**src/rtl/cvbs_pkg.sv**
```systemverilog
// Shared constants and types for the composite video (CVBS) generator and
// the matching sync detector: PAL timing at a 24 MHz sample clock, level
// codes, line-type enum and a saturating level helper.
package cvbs_pkg;

    localparam int LINE      = 1536;
    localparam int FPORCH    = 40;
    localparam int HS        = 113;
    localparam int BPORCH    = 137;
    localparam int SSYNC     = 48;
    localparam int LSYNC     = 720;
    localparam int LINES     = 312;
    localparam int TOP_BLANK = 23;

    localparam logic [5:0] BLACK    = 6'd12;
    localparam logic [5:0] SYNC_LVL = 6'd0;

    typedef enum logic [2:0] {
        BROAD,
        BROAD_SHORT,
        SHORT,
        BLANK,
        VIDEO
    } line_type_e;

    // Adds a luma offset on top of a base level, clamping at full scale
    // instead of wrapping around to the sync region.
    function automatic logic [5:0] satAdd(input logic [5:0] base, input logic [5:0] luma);
        logic [6:0] sum;
        sum = {1'b0, base} + {1'b0, luma};
        return sum[6] ? 6'h3F : sum[5:0];
    endfunction

endpackage

```
**src/rtl/cvbs_timing_counter.sv**
```systemverilog
// Pixel/line position counters for the CVBS generator plus the registered
// line-type state that tells the level decoder which pulse pattern applies
// to the current line. Everything advances only on clock-enable cycles.
module cvbs_timing_counter
    import cvbs_pkg::*;
#(
    parameter int P_LINE      = LINE,
    parameter int P_LINES     = LINES,
    parameter int P_TOP_BLANK = TOP_BLANK
) (
    input  logic        clk,
    input  logic        reset_n,
    input  logic        ce,
    output logic [10:0] o_pixel,
    output logic [8:0]  o_line,
    output line_type_e  o_type,
    output logic        o_vsync
);

    localparam logic [10:0] C_PIX_LAST  = 11'(P_LINE - 1);
    localparam logic [8:0]  C_LINE_LAST = 9'(P_LINES - 1);
    localparam logic [8:0]  C_TOP_BLANK = 9'(P_TOP_BLANK);

    logic [10:0] r_pixel;
    logic [8:0]  r_line;
    line_type_e  r_type;
    line_type_e  w_nextType;
    logic        w_eol;

    assign w_eol   = (r_pixel == C_PIX_LAST);
    assign o_pixel = r_pixel;
    assign o_line  = r_line;

    // Position counters: pixel runs across the line, line steps at pixel wrap.
    always_ff @(posedge clk or negedge reset_n) begin
        if (!reset_n) begin
            r_pixel <= '0;
            r_line  <= '0;
        end else if (ce) begin
            if (w_eol) begin
                r_pixel <= '0;
                r_line  <= (r_line == C_LINE_LAST) ? 9'd0 : r_line + 9'd1;
            end else begin
                r_pixel <= r_pixel + 11'd1;
            end
        end
    end

    // Line-type state register, stepped only when a line finishes.
    always_ff @(posedge clk or negedge reset_n) begin
        if (!reset_n) begin
            r_type <= BROAD;
        end else if (ce && w_eol) begin
            r_type <= w_nextType;
        end
    end

    // Next line type, chosen from the line that is just ending.
    always_comb begin
        w_nextType = r_type;
        case (r_type)
            BROAD:       if (r_line == 9'd1)        w_nextType = BROAD_SHORT;
            BROAD_SHORT:                             w_nextType = SHORT;
            SHORT:       if (r_line == 9'd5)        w_nextType = BLANK;
            BLANK:       if (r_line == C_TOP_BLANK) w_nextType = VIDEO;
            VIDEO:       if (r_line == C_LINE_LAST) w_nextType = BROAD;
            default:                                 w_nextType = BROAD;
        endcase
    end

    // Exported view of the state: the type itself and the vertical-interval flag.
    always_comb begin
        o_type  = r_type;
        o_vsync = (r_type == BROAD) || (r_type == BROAD_SHORT) || (r_type == SHORT);
    end

endmodule

```
**src/rtl/cvbs_syncgen.sv**
```systemverilog
// CVBS transmitter: turns the current (pixel, line, line type) into a 6-bit
// composite sample with sync tips, porches, vertical broad/short pulses and
// saturated active video. All outputs are registered one enable-cycle after
// the position they describe.
module cvbs_syncgen
    import cvbs_pkg::*;
#(
    parameter int         P_LINE      = LINE,
    parameter int         P_FPORCH    = FPORCH,
    parameter int         P_HS        = HS,
    parameter int         P_BPORCH    = BPORCH,
    parameter int         P_SSYNC     = SSYNC,
    parameter int         P_LSYNC     = LSYNC,
    parameter int         P_LINES     = LINES,
    parameter int         P_TOP_BLANK = TOP_BLANK,
    parameter logic [5:0] P_BLACK     = BLACK,
    parameter logic [5:0] P_SYNC_LVL  = SYNC_LVL
) (
    input  logic        clk,
    input  logic        reset_n,
    input  logic        ce,
    input  logic [5:0]  pixel_in,
    output logic [5:0]  cvbs,
    output logic        hsync,
    output logic        vsync,
    output logic        active,
    output logic [8:0]  line,
    output logic [10:0] pixel
);

    if ((P_FPORCH + P_HS + P_BPORCH >= P_LINE) || (P_LINE / 2 + P_LSYNC > P_LINE)) begin : g_badParams
        $error("cvbs_syncgen: timing parameters do not fit inside one line");
    end

    localparam logic [10:0] C_HALF      = 11'(P_LINE / 2);
    localparam logic [10:0] C_LSYNC     = 11'(P_LSYNC);
    localparam logic [10:0] C_SSYNC     = 11'(P_SSYNC);
    localparam logic [10:0] C_H_LSYNC   = 11'(P_LINE / 2 + P_LSYNC);
    localparam logic [10:0] C_H_SSYNC   = 11'(P_LINE / 2 + P_SSYNC);
    localparam logic [10:0] C_HS_START  = 11'(P_FPORCH);
    localparam logic [10:0] C_HS_END    = 11'(P_FPORCH + P_HS);
    localparam logic [10:0] C_ACT_START = 11'(P_FPORCH + P_HS + P_BPORCH);

    logic [10:0] w_pixel;
    logic [8:0]  w_line;
    line_type_e  w_type;
    logic        w_vsync;
    logic        w_sync;
    logic        w_act;
    logic        w_hWindow;
    logic [5:0]  w_level;

    logic [5:0]  r_cvbs;
    logic        r_hsync;
    logic        r_vsync;
    logic        r_active;

    cvbs_timing_counter #(
        .P_LINE      (P_LINE),
        .P_LINES     (P_LINES),
        .P_TOP_BLANK (P_TOP_BLANK)
    ) u_timing (
        .clk     (clk),
        .reset_n (reset_n),
        .ce      (ce),
        .o_pixel (w_pixel),
        .o_line  (w_line),
        .o_type  (w_type),
        .o_vsync (w_vsync)
    );

    assign w_hWindow = (w_pixel >= C_HS_START) && (w_pixel < C_HS_END);
    assign w_level   = satAdd(P_BLACK, pixel_in);

    // Decide whether this position is a sync tip or an active-video sample.
    always_comb begin
        w_sync = 1'b0;
        w_act  = 1'b0;
        case (w_type)
            BROAD:       w_sync = (w_pixel < C_LSYNC) ||
                                  ((w_pixel >= C_HALF) && (w_pixel < C_H_LSYNC));
            BROAD_SHORT: w_sync = (w_pixel < C_LSYNC) ||
                                  ((w_pixel >= C_HALF) && (w_pixel < C_H_SSYNC));
            SHORT:       w_sync = (w_pixel < C_SSYNC) ||
                                  ((w_pixel >= C_HALF) && (w_pixel < C_H_SSYNC));
            BLANK:       w_sync = w_hWindow;
            VIDEO: begin
                w_sync = w_hWindow;
                w_act  = (w_pixel >= C_ACT_START);
            end
            default:     w_sync = 1'b0;
        endcase
    end

    // Output stage: register the decoded sample and flags on each enabled cycle.
    always_ff @(posedge clk or negedge reset_n) begin
        if (!reset_n) begin
            r_cvbs   <= P_BLACK;
            r_hsync  <= 1'b0;
            r_vsync  <= 1'b0;
            r_active <= 1'b0;
        end else if (ce) begin
            r_cvbs   <= w_sync ? P_SYNC_LVL : (w_act ? w_level : P_BLACK);
            r_hsync  <= w_sync;
            r_vsync  <= w_vsync;
            r_active <= w_act;
        end
    end

    assign cvbs   = r_cvbs;
    assign hsync  = r_hsync;
    assign vsync  = r_vsync;
    assign active = r_active;
    assign line   = w_line;
    assign pixel  = w_pixel;

endmodule

```
**config.mk**
```make
export PLATFORM = sky130hd
export DESIGN_NAME = cvbs_syncgen
export DESIGN_NICKNAME = d
export VERILOG_FILES = /design/src/rtl/cvbs_pkg.sv /design/src/rtl/cvbs_timing_counter.sv /design/src/rtl/cvbs_syncgen.sv
export SDC_FILE = /design/constraint.sdc
export NUM_CORES = 1
export LEC_CHECK = 0
export ABC_AREA = 1
export CORE_ASPECT_RATIO = 0.9
export CORE_MARGIN = 2
export CORE_UTILIZATION = 50
export CTS_CLUSTER_DIAMETER = 60
export DETAILED_ROUTE_END_ITERATION = 6
export DONT_BUFFER_PORTS = 1
export GPL_TIMING_DRIVEN = 0
export PLACE_DENSITY_LB_ADDON = 0.12
export SLEW_MARGIN = 20
export SYNTH_ARGS = -nofsm -noshare
export SYNTH_HDL_FRONTEND = slang
export SYNTH_HIERARCHICAL = 1
export SYNTH_SLANG_ARGS = --single-unit
```
**constraint.sdc**
```tcl
create_clock -name clk -period 1.6 [get_ports clk]
set_input_delay 0.24 -clock clk [delete_from_list [all_inputs] [get_ports clk]]
set_output_delay 0.24 -clock clk [all_outputs]
set_load 0.005 [all_outputs]
```
## Word level (Yosys, flattened, before mapping)

Cells that the tools add are included.

- Reduce and logical (&&, ||, !) cells: 13
- Add/sub/neg operators: 3
- Muxes and demuxes: 12
- Equal/unequal tests: 13
- Order comparisons: 8

Operators by type and width:

| cell | number |
|---|---|
| $lt A11 B10 Y1 const B | 2 |
| $mux W6 | 3 |
| $pmux W3 S5 | 1 |
| $mux W3 | 4 |
| $add A11 B1 Y11 const B | 1 |
| $eq A11 B11 Y1 const B | 1 |
| $ge A11 B10 Y1 const B | 1 |
| $ge A11 B6 Y1 const B | 1 |
| $ge A11 B9 Y1 const B | 1 |
| $lt A11 B11 Y1 const B | 1 |
| $lt A11 B6 Y1 const B | 1 |
| $lt A11 B8 Y1 const B | 1 |
| $mux W11 | 1 |
| $add A9 B1 Y9 const B | 1 |
| $eq A9 B1 Y1 const B | 1 |
| $eq A9 B3 Y1 const B | 1 |
| $eq A9 B5 Y1 const B | 1 |
| $eq A9 B9 Y1 const B | 1 |
| $mux W9 | 1 |
| $ne A2 B1 Y1 const B | 4 |
| $add A4 B6 Y7 const A | 1 |
| $eq A3 B2 Y1 const B | 2 |
| $logic_or A1 B1 Y1 | 5 |
| $reduce_and A5 Y1 | 1 |
| other kinds (8) | 11 |

- Logic and storage cells: 56
- Register bits: 32
- Input bits: 9
- Output and inout bits: 29

## Depth between registers and ports, before layout

Gate-level depths: netlist of the first run.

- Word-level depth: 5
- Gate-level depth with buffers: 11
- Mapped depth without buffers: 11

## Modules after synthesis

The synthesis of the first run kept the hierarchy.

By module, submodules not included:

| module | seq. area each (um^2) | cells each | times used | area an instance (um^2) |
|---|---|---|---|---|
| cvbs_timing_counter | 575.6 | 164 | 1 | 1,353.8 |
| cvbs_syncgen | 227.7 | 129 | 1 | 750.7 |

## Worst setup path before layout of the first run

No wires, ideal clock.

- Path type: reg-to-reg
- Start: register u_timing.r_pixel[0] (netlist: u_timing/o_pixel[0])
- End: register u_timing.r_line[8] (netlist: u_timing/o_line[8])
- Clock period less this slack: 1,431 ps
- Arrival time: 1,312 ps
- Buffers on the path: 1
- Stages on the path, launching flop included: 9
- Setup time: 119 ps
- Path slack: 169 ps
- Data required time: 1,481 ps
- Path through: dfrtp_1 -> ha_1 -> nand3_1 -> nand3b_4 -> nor2_8 -> buf_12 -> nand3_1 -> nand2_1 -> nor2_1

- Cells in the longest elaborated chain, start to end: 2

RTL lines:

| element | RTL line | text |
|---|---|---|
| start, declared | cvbs_timing_counter.sv:24 | `logic [10:0] r_pixel;` |
| start signal, assigned | cvbs_timing_counter.sv:44 | `r_pixel <= r_pixel + 11'd1;` |
| $eq A11 B11 Y1 | cvbs_timing_counter.sv:30 | `assign w_eol = (r_pixel == C_PIX_LAST);` |
| $reduce_and A2 Y1 (no line) | n/a |  |
| end signal, assigned | cvbs_timing_counter.sv:42 | `r_line <= (r_line == C_LINE_LAST) ? 9'd0 : r_line + 9'd1;` |
| end, declared | cvbs_timing_counter.sv:25 | `logic [8:0] r_line;` |

No other way between the ends.
A chain may end at the register's enable or synchronous reset.

## Worst setup path in the final report of the first run

Same ends and word-level chain as after synthesis.

==> results_dict.tcl, run 1 <==
set metrics [dict create \
    status "finished clean" \
    max_slew_margin_pct 72.1 \
    port_buffers 0 \
    ios 38 \
    vdd_ir_drop_max_mv 0.470 \
    htreeDepth 2 \
    power_density_nw_per_um2 873 \
    ant_nets 0 \
    gr-usage-met2_pct 31.4 \
    ys_types 29 \
    setup_violations 0 \
    placedCellCount 341 \
    r2r_setup_slack_ps 90 \
    drv_cap 0 \
    grt_pass1_vias 1688 \
    nets 317 \
    ys_warn_count 6 \
    placed_area_um2 2160 \
    worstPathMaxFanout 6 \
    synthCells 293 \
    synth_top_area_share_pct 35.7 \
    antenna_found_initial 0 \
    clockBufferDepth 2 \
    overflow 0 \
    pre_cts_ws_ps 4.48 \
    drive_above_1_share_pct 20.4 \
    start_util_pct 51.7 \
    start_kind "register" \
    drcViolationCount 0 \
    finalPower_mw 2.08 \
    worst_pin_slew_ps 419 \
    final_common_cell "nand2_1" \
    synth_edf_count 0 \
    clkTransAtPathRegs_ps 70 \
    cp_data_arrival_time_ps 1690 \
    post_drt_wl_per_cell_um 12.9 \
    finalCriticalPeriod_ps 1510 \
    end_kind "register" \
    worst_slack_ps 89.7 \
    grt_max_degree 33 \
    vias_per_cell 5.32 \
    leakagePower_nw 1.18 \
    cts_root_buf "clkbuf_8" \
    syn_area_um2 2100 \
    finalSetupTns_ps 0 \
    synth_nets 306 \
    drtPass1Iterations 4 \
    final_hold_viol_count 0 \
    netlist_top_cells_area "dfrtp_1 (36%), nand2_1 (16%), nor2_1 (7.1%)" \
    die_area_um2 4740 \
    grt_util_met1_pct 26.4 \
    synthFlopType "dfrtp_1" \
    drv_slew 0 \
    hpwl_um 3130 \
    top_usage_layer "met2" \
    vias 1872 \
    ys_seq_elements 32 \
    final_cell_area_um2 2380 \
    fp-row-count 22 \
    grt_first_pass_wirelength_um 7400 \
    cts_buffers 5 \
    synth_top_area_cell "dfrtp_1" \
    core_area_um2 4070 \
    fmax_mhz 662 \
    gp_congestion 0.784 \
    area_growth_pct 13.2 \
    hp-class "in2reg" \
    skew_ps 6.02 \
    gr-usage-all-layers_pct 20.0 \
    die_width_um 72.4 \
    avgSynthCellArea_um2 7.18 \
    cts_sinks 32 \
    layout_common_cells "nand2_1 (86), nor2_1 (39), inv_1 (28)" \
    cp.required_ps 1780 \
    grtUsageMet3_pct 4.45 \
    num_antenna_cells 0 \
    clk_latency_ps 290 \
    path_class "reg2reg" \
    fin_crit_sh_pct 94.4 \
    routed_wl_um 4530 \
    synthArstFlopShare_pct 100 \
    yosysSeqAreaShare_pct 38.2 \
    drt-initial-drc-count 111 \
    fp.dieH_um 65.5 \
    instances_no_fill 352 \
    cts_tree "built" \
]
-- power breakdown --
part / switching (mW) / leakage [nW] / internal, mW
registers: 0.180 / 0.386 / 0.897
logic: 0.178 / 0.742 / 0.136
clock network: 0.306 / 0.0503 / 0.383
total: 0.664 / 1.18 / 1.42
-- logic make-up after synthesis --
logic type | after synthesis | synth area share [%]
AO/OA/AOI/OAI | 23 | 6.30
XOR/XNOR | 10 | 4.16
adder cells (fa/ha/maj) | 4 | 2.38
buffers and inverters | 42 | 8.62
flip-flops | 32 | 38.2
AND/OR/NAND/NOR | 182 | 40.4
-- cell type report --
type                       count  area, µm²
fill                         400       1690
multi-input combinational    219       1160
sequential                    32        817
inverter                      39        146
clock buffer                   7       96.3
timing repair buffer           4       62.6
tap                           48       60.1
buffer                         3       35.0
-- registers in the layout, summed over array words and instances, names as in the netlist --
| register | flops |
|---|---|
| vsync | 1 |
| u_timing/o_line | 9 |
| hsync | 1 |
| active | 1 |
| cvbs | 6 |
| u_timing/o_pixel | 11 |
| u_timing/o_type | 3 |
-- timing repair --
item	in CTS	in global routing
buffers inserted	0	1
pin swaps	0	6
hold endpoints to repair	32	0
cloned	0	1
hold buffers	2	0
setup endpoints to repair	2	13
gates resized for setup	2	18
-- per-stage QoR --
stage | util, % | hold slack [ps]
2_1_floorplan | - | -55.6
3_3_place_gp | 53.1 | -54.9
3_5_place_dp | 53.1 | -54.7
4_1_cts | 56.3 | 57.6
5_1_grt | 58.5 | 80.0
6_report | 58.5 | 66.5
-- final timing paths --
check | start | endpoint | cells past startpoint
setup / recovery | u_timing/o_pixel[0]$_DFFE_PN0P_ | u_timing/o_line[8]$_DFFE_PN0P_ | 8
hold / removal | ce | hsync$_DFFE_PN0P_ | 2
setup reg to reg | u_timing/o_pixel[0]$_DFFE_PN0P_ | u_timing/o_line[8]$_DFFE_PN0P_ | 8
hold reg to reg | cvbs[2]$_DFFE_PN1P_ | cvbs[2]$_DFFE_PN1P_ | 2
max in group asynchronous | reset_n | cvbs[2]$_DFFE_PN1P_ | 2
min in group asynchronous | reset_n | u_timing/o_pixel[6]$_DFFE_PN0P_ | 2
-- worst max-delay path, cell delays in order, from the launching register on --
cell	delay, ps
dfrtp_2	430
ha_4	160
nand3_1	70
nand3b_4	220
nor2_8	200
buf_12	140
nand3_2	50
nand2_1	60
nor2_1	40
-- cells in the mapped netlist (2+ instances only) --
cell type,number
nand2_4,2
xor2_1,6
nor2_1,40
o21ai_0,9
o21ai_1,4
nand3_1,24
o21a_1,2
nand2_2,9
dfrtp_1,30
nand4_1,10
inv_2,11
nand2_1,87
a21oi_1,5
inv_1,28
ha_1,4
nor2_4,3
xnor2_1,4
o211ai_1,2
dfstp_2,2
nor2_2,2
-- layer usage --
metal  vias to the layer above  share of wire, %
met1                       873                46
li1                        960                 -
met2                        31                49
met4                         0               1.8
met5                         -                 0
met3                         8               4.1
Power figures use the tool's default switching activity.
==> run 2: changes to the inputs <==
--- a/config.mk
+++ b/config.mk
@@ -9,7 +9,7 @@
 export CORE_ASPECT_RATIO = 0.9
 export CORE_MARGIN = 2
 export CORE_UTILIZATION = 50
-export CTS_CLUSTER_DIAMETER = 60
+export CTS_CLUSTER_DIAMETER = 30
 export DETAILED_ROUTE_END_ITERATION = 6
 export DONT_BUFFER_PORTS = 1
 export GPL_TIMING_DRIVEN = 0
==> constraint.sdc (replaced) <==
create_clock -name clk -period 1.9 [get_ports clk]
set_input_delay 0.285 -clock clk [delete_from_list [all_inputs] [get_ports clk]]
set_output_delay 0.285 -clock clk [all_outputs]
set_load 0.005 [all_outputs]
==> results_dict.tcl, run 2 (same netlist as run 1, synthesis figures left out) <==
set metrics [dict create \
    fp.dieH_um 65.5 \
    leakagePower_nw 1.18 \
    routed_wl_um 4330 \
    port_buffers 0 \
    drive_above_1_share_pct 14.2 \
    die_area_um2 4740 \
    drt-initial-drc-count 107 \
    max_slew_margin_pct 71.9 \
    grt_first_pass_wirelength_um 7380 \
    drcViolationCount 0 \
    placed_area_um2 2160 \
    antenna_found_initial 0 \
    path_class "reg2reg" \
    skew_ps 5.09 \
    start_kind "register" \
    worst_slack_ps 294 \
    crit_top_cell "nand3_1" \
    setup_violations 0 \
    cts_root_buf "clkbuf_8" \
    vias_per_cell 5.21 \
    core_area_um2 4070 \
    die_width_um 72.4 \
    cp_cell_sequence "ha_1 > nand3_1 > nand3b_4 > nor2_8 > buf_12 > nand3_1 > nand2_1 > nor2_1" \
    intPower_mw 1.17 \
    post_cts_resized 0 \
    hp-class "in2reg" \
    vias 1822 \
    ctsHoldBuffers 2 \
    seq_power_share_pct 51.6 \
    nets 315 \
    cp.required_ps 2080 \
    power_switching_share_pct 31.7 \
    instances_no_fill 350 \
    fillerInstances 403 \
    p_sw_uw 546 \
    postCtsSetupRepairBufs 0 \
    finalCriticalPeriod_ps 1610 \
    max_stage_delay_ps 450 \
    vdd_ir_drop_max_mv 0.396 \
    seqCellArea_um2 803 \
    critPathSlowestCell "dfrtp_1" \
    status "finished clean" \
    fmax_mhz 623 \
    final_hold_viol_count 0 \
    gp_congestion 0.784 \
    area_growth_pct 8.86 \
    final_common_cell "nand2_1" \
    ant_nets 0 \
    worstPathMaxFanout 10 \
    power_density_nw_per_um2 751 \
    cts_tree "built" \
    final_cell_area_um2 2290 \
    gr-usage-all-layers_pct 20.0 \
    htreeDepth 2 \
    clockBufferDepth 2 \
    layout_common_cells "nand2_1 (87), nor2_1 (40), dfrtp_1 (30)" \
    grt_max_degree 33 \
    num_antenna_cells 0 \
    ios 38 \
    clk_latency_ps 290 \
    drtPass1Iterations 4 \
    overflow 0 \
    multi_input_area_um2 1120 \
    fp-row-count 22 \
    pre_cts_ws_ps 304 \
    cp_data_arrival_time_ps 1780 \
    drv_cap 0 \
    start_util_pct 51.7 \
    cts_sinks 32 \
    post_drt_wl_per_cell_um 12.4 \
    clkTransAtPathRegs_ps 70 \
    combPwrFrac_pct 14.8 \
    hpwl_um 3130 \
    finalSetupTns_ps 0 \
    clkPwrFrac_pct 33.6 \
    grt_pass1_vias 1688 \
    largest_reg_flops 11 \
    end_kind "register" \
    placedCellCount 341 \
    fin_crit_sh_pct 84.5 \
    worst_pin_slew_ps 421 \
    rsz0062_at_grt "false" \
    cts_buffers 5 \
    drv_slew 0 \
]
run 2: through the flow:
step | hold slack (ps) | total power [mW] | utilization, %
2_1_floorplan | -10.6 | 1.07 | -
3_3_place_gp | -9.89 | 1.14 | 53.1
3_5_place_dp | -9.71 | 1.14 | 53.1
4_1_cts | 103 | 1.75 | 56.2
5_1_grt | 125 | 1.82 | 56.2
6_report | 112 | 1.72 | 56.2
run 2: power by group through the flow:
| stage | clock, mW | sequential [mW] | combinational [mW] |
|---|---|---|---|
| 5_1_grt | 0.621 | 0.906 | 0.296 |
| 2_1_floorplan | 0 | 0.869 | 0.205 |
| 6_report | 0.577 | 0.888 | 0.255 |
| 3_3_place_gp | 0 | 0.901 | 0.235 |
| 4_1_cts | 0.602 | 0.889 | 0.259 |
| 3_5_place_dp | 0 | 0.903 | 0.237 |
run 2: critical path, delay by kind of cell, from the launching register on:
kind,cells,cell delay (ps)
and+or+nand+nor,6,640
DFF,1,450
buffers and inverters,1,140
adders and majority gates,1,250
run 2: worst paths after layout:
kind,from,end,slack [ps],depth (start not counted)
min reg2reg,cvbs[2]$_DFFE_PN1P_,cvbs[2]$_DFFE_PN1P_,480,2
max in group asynchronous,reset_n,cvbs[2]$_DFFE_PN1P_,1210,2
min in group asynchronous,reset_n,u_timing/o_pixel[4]$_DFFE_PN0P_,460,2
max reg2reg,u_timing/o_pixel[0]$_DFFE_PN0P_,u_timing/o_line[8]$_DFFE_PN0P_,290,8
min,ce,hsync$_DFFE_PN0P_,110,2
max,u_timing/o_pixel[0]$_DFFE_PN0P_,u_timing/o_line[8]$_DFFE_PN0P_,290,8
run 2: per-layer routing:
metal	track usage, %	up-vias	part of all wire (%)
met3	4.45	8	4.2
met5	0	-	0
met1	26.2	829	47
li1	-	953	-
met4	9.03	0	1.8
met2	31.4	32	47
run 2: cell type report:
cell class	count	share of cell area, %
tap	48	2.62
sequential	32	35.1
timing repair buffer	2	1.31
buffer	3	1.53
clock buffer	7	4.21
multi-input combinational	219	48.9
inverter	39	6.39
==> run 3: changes to the inputs <==
==> constraint.sdc (replaced) <==
create_clock -name clk -period 1.5 [get_ports clk]
set_input_delay 0.225 -clock clk [delete_from_list [all_inputs] [get_ports clk]]
set_output_delay 0.225 -clock clk [all_outputs]
set_load 0.005 [all_outputs]
==> results_dict.tcl, run 3 (same netlist as run 1, synthesis figures left out) <==
set metrics [dict create \
    status "finished clean" \
    drv_cap 0 \
    power_density_nw_per_um2 917 \
    fillerInstances 397 \
    max_slew_margin_pct 72.0 \
    layout_common_cells "nand2_1 (85), nor2_1 (37), inv_1 (27)" \
    grt_pass1_vias 1711 \
    cts_tree "built" \
    area_growth_pct 15.6 \
    end_kind "register" \
    cp.required_ps 1680 \
    largest_reg_flops 11 \
    fp-row-count 22 \
    leakagePower_nw 1.21 \
    clkTransAtPathRegs_ps 60 \
    htreeDepth 2 \
    drv_slew 0 \
    setup_violations 0 \
    die_area_um2 4740 \
    clk_latency_ps 290 \
    start_util_pct 51.7 \
    cts_buffers 5 \
    cts_root_buf "clkbuf_8" \
    port_buffers 0 \
    utilization_pct 59.7 \
    worst_pin_slew_ps 419 \
    instances_no_fill 355 \
    final_hold_viol_count 0 \
    core_area_um2 4070 \
    drtPass1Iterations 4 \
    grt_first_pass_wirelength_um 7480 \
    hp-class "in2reg" \
    fp.dieH_um 65.5 \
    vias 1870 \
    top_usage_layer "met2" \
    drt-initial-drc-count 101 \
    reg2reg_depth 9 \
    gr-usage-met2_pct 31.9 \
    cp_data_arrival_time_ps 1650 \
    clockBufferDepth 2 \
    fmax_mhz 680 \
    hpwl_um 3130 \
    antenna_found_initial 0 \
    start_kind "register" \
    finalCriticalPeriod_ps 1470 \
    post_drt_wl_per_cell_um 12.9 \
    drive_above_1_share_pct 23.8 \
    path_class "reg2reg" \
    num_antenna_cells 0 \
    fin_crit_sh_pct 98.0 \
    vias_per_cell 5.27 \
    grtUsageMet3_pct 4.45 \
    max_stage_delay_ps 480 \
    critPathSlowestCell "dfrtp_2" \
    nets 320 \
    min_delay_path_depth 2 \
    grt_max_degree 33 \
    cts_sinks 32 \
    gr-usage-all-layers_pct 20.3 \
    seqCellArea_um2 820 \
    grt_util_met1_pct 26.7 \
    ios 38 \
    die_width_um 72.4 \
    vdd_ir_drop_max_mv 0.501 \
    ant_nets 0 \
    final_common_cell "nand2_1" \
    gp_congestion 0.784 \
    overflow 0 \
    routed_wl_um 4580 \
    rsz0062_at_grt "true" \
    skew_ps 6.39 \
    drcViolationCount 0 \
    worstPathMaxFanout 7 \
    multi_input_area_um2 1190 \
    placedCellCount 341 \
    cp_cell_sequence "inv_2 > nand2_4 > nor2_4 > nand3b_4 > nor2_8 > buf_12 > nand3_2 > nand2_1 > nor2_1" \
]
-- run 3: cell count changes in the layout (fill, tap and decap cells not counted), sizes merged --
cell / delta
buf: +4
clkbuf: +1
-- run 3: layout make-up --
| type | instances | area share (%) |
|---|---|---|
| buffer | 3 | 1.44 |
| clock buffer | 7 | 3.96 |
| inverter | 39 | 6.02 |
| multi-input combinational | 219 | 48.9 |
| sequential | 32 | 33.7 |
| tap | 48 | 2.47 |
| timing repair buffer | 7 | 3.50 |
-- run 3: layer usage --
| metal | up-vias | routed length, µm |
|---|---|---|
| li1 | 965 | - |
| met1 | 863 | 2080 |
| met2 | 34 | 2210 |
| met3 | 8 | 203 |
| met4 | 0 | 76 |
| met5 | - | 0 |
-- run 3: through the flow --
| stage | setup slack, ps | hold WS [ps] | instance area [µm²] | setup TNS, ps | total power, mW |
|---|---|---|---|---|---|
| floorplan | 69.4 | -70.6 | 2100 | 0 | 1.36 |
| global placement | -93.4 | -69.9 | 2160 | -548 | 1.44 |
| detailed placement | -95.5 | -69.7 | 2160 | -538 | 1.44 |
| CTS | -56.8 | 42.6 | 2320 | -123 | 2.23 |
| global route | -45.6 | 63.5 | 2430 | -219 | 2.36 |
| finish | 29.4 | 51.5 | 2430 | 0 | 2.23 |
-- run 3: critical path, delay by kind of cell (launching register included) --
kind,cells,cell delay [ps]
simple gates,7,640
flops,1,480
buf+inv,2,240
-- run 3: report_power, final --
| group | switching (mW) | internal, mW |
|---|---|---|
| Sequential | 0.193 | 0.957 |
| Clock | 0.328 | 0.409 |
| Combinational | 0.195 | 0.151 |
-- run 3: what timing repair did --
action / 4_1_cts / 5_1_grt
gates cloned: 0 / 1
buffers inserted: 1 / 3
pin swaps: 9 / 8
endpoints found under the setup margin: 14 / 22
gates resized for setup: 10 / 24
hold buffers: 2 / 0
hold endpoints to repair: 32 / 0
-- run 3: final timing paths --
check	slack [ps]	to	start
max in group asynchronous	870	cvbs[2]$_DFFE_PN1P_	reset_n
hold / removal	50	hsync$_DFFE_PN0P_	ce
setup reg to reg	30	u_timing/o_line[8]$_DFFE_PN0P_	u_timing/o_pixel[9]$_DFFE_PN0P_
min in group asynchronous	390	u_timing/o_pixel[6]$_DFFE_PN0P_	reset_n
setup / recovery	30	u_timing/o_line[8]$_DFFE_PN0P_	u_timing/o_pixel[9]$_DFFE_PN0P_
hold reg to reg	480	cvbs[2]$_DFFE_PN1P_	cvbs[2]$_DFFE_PN1P_
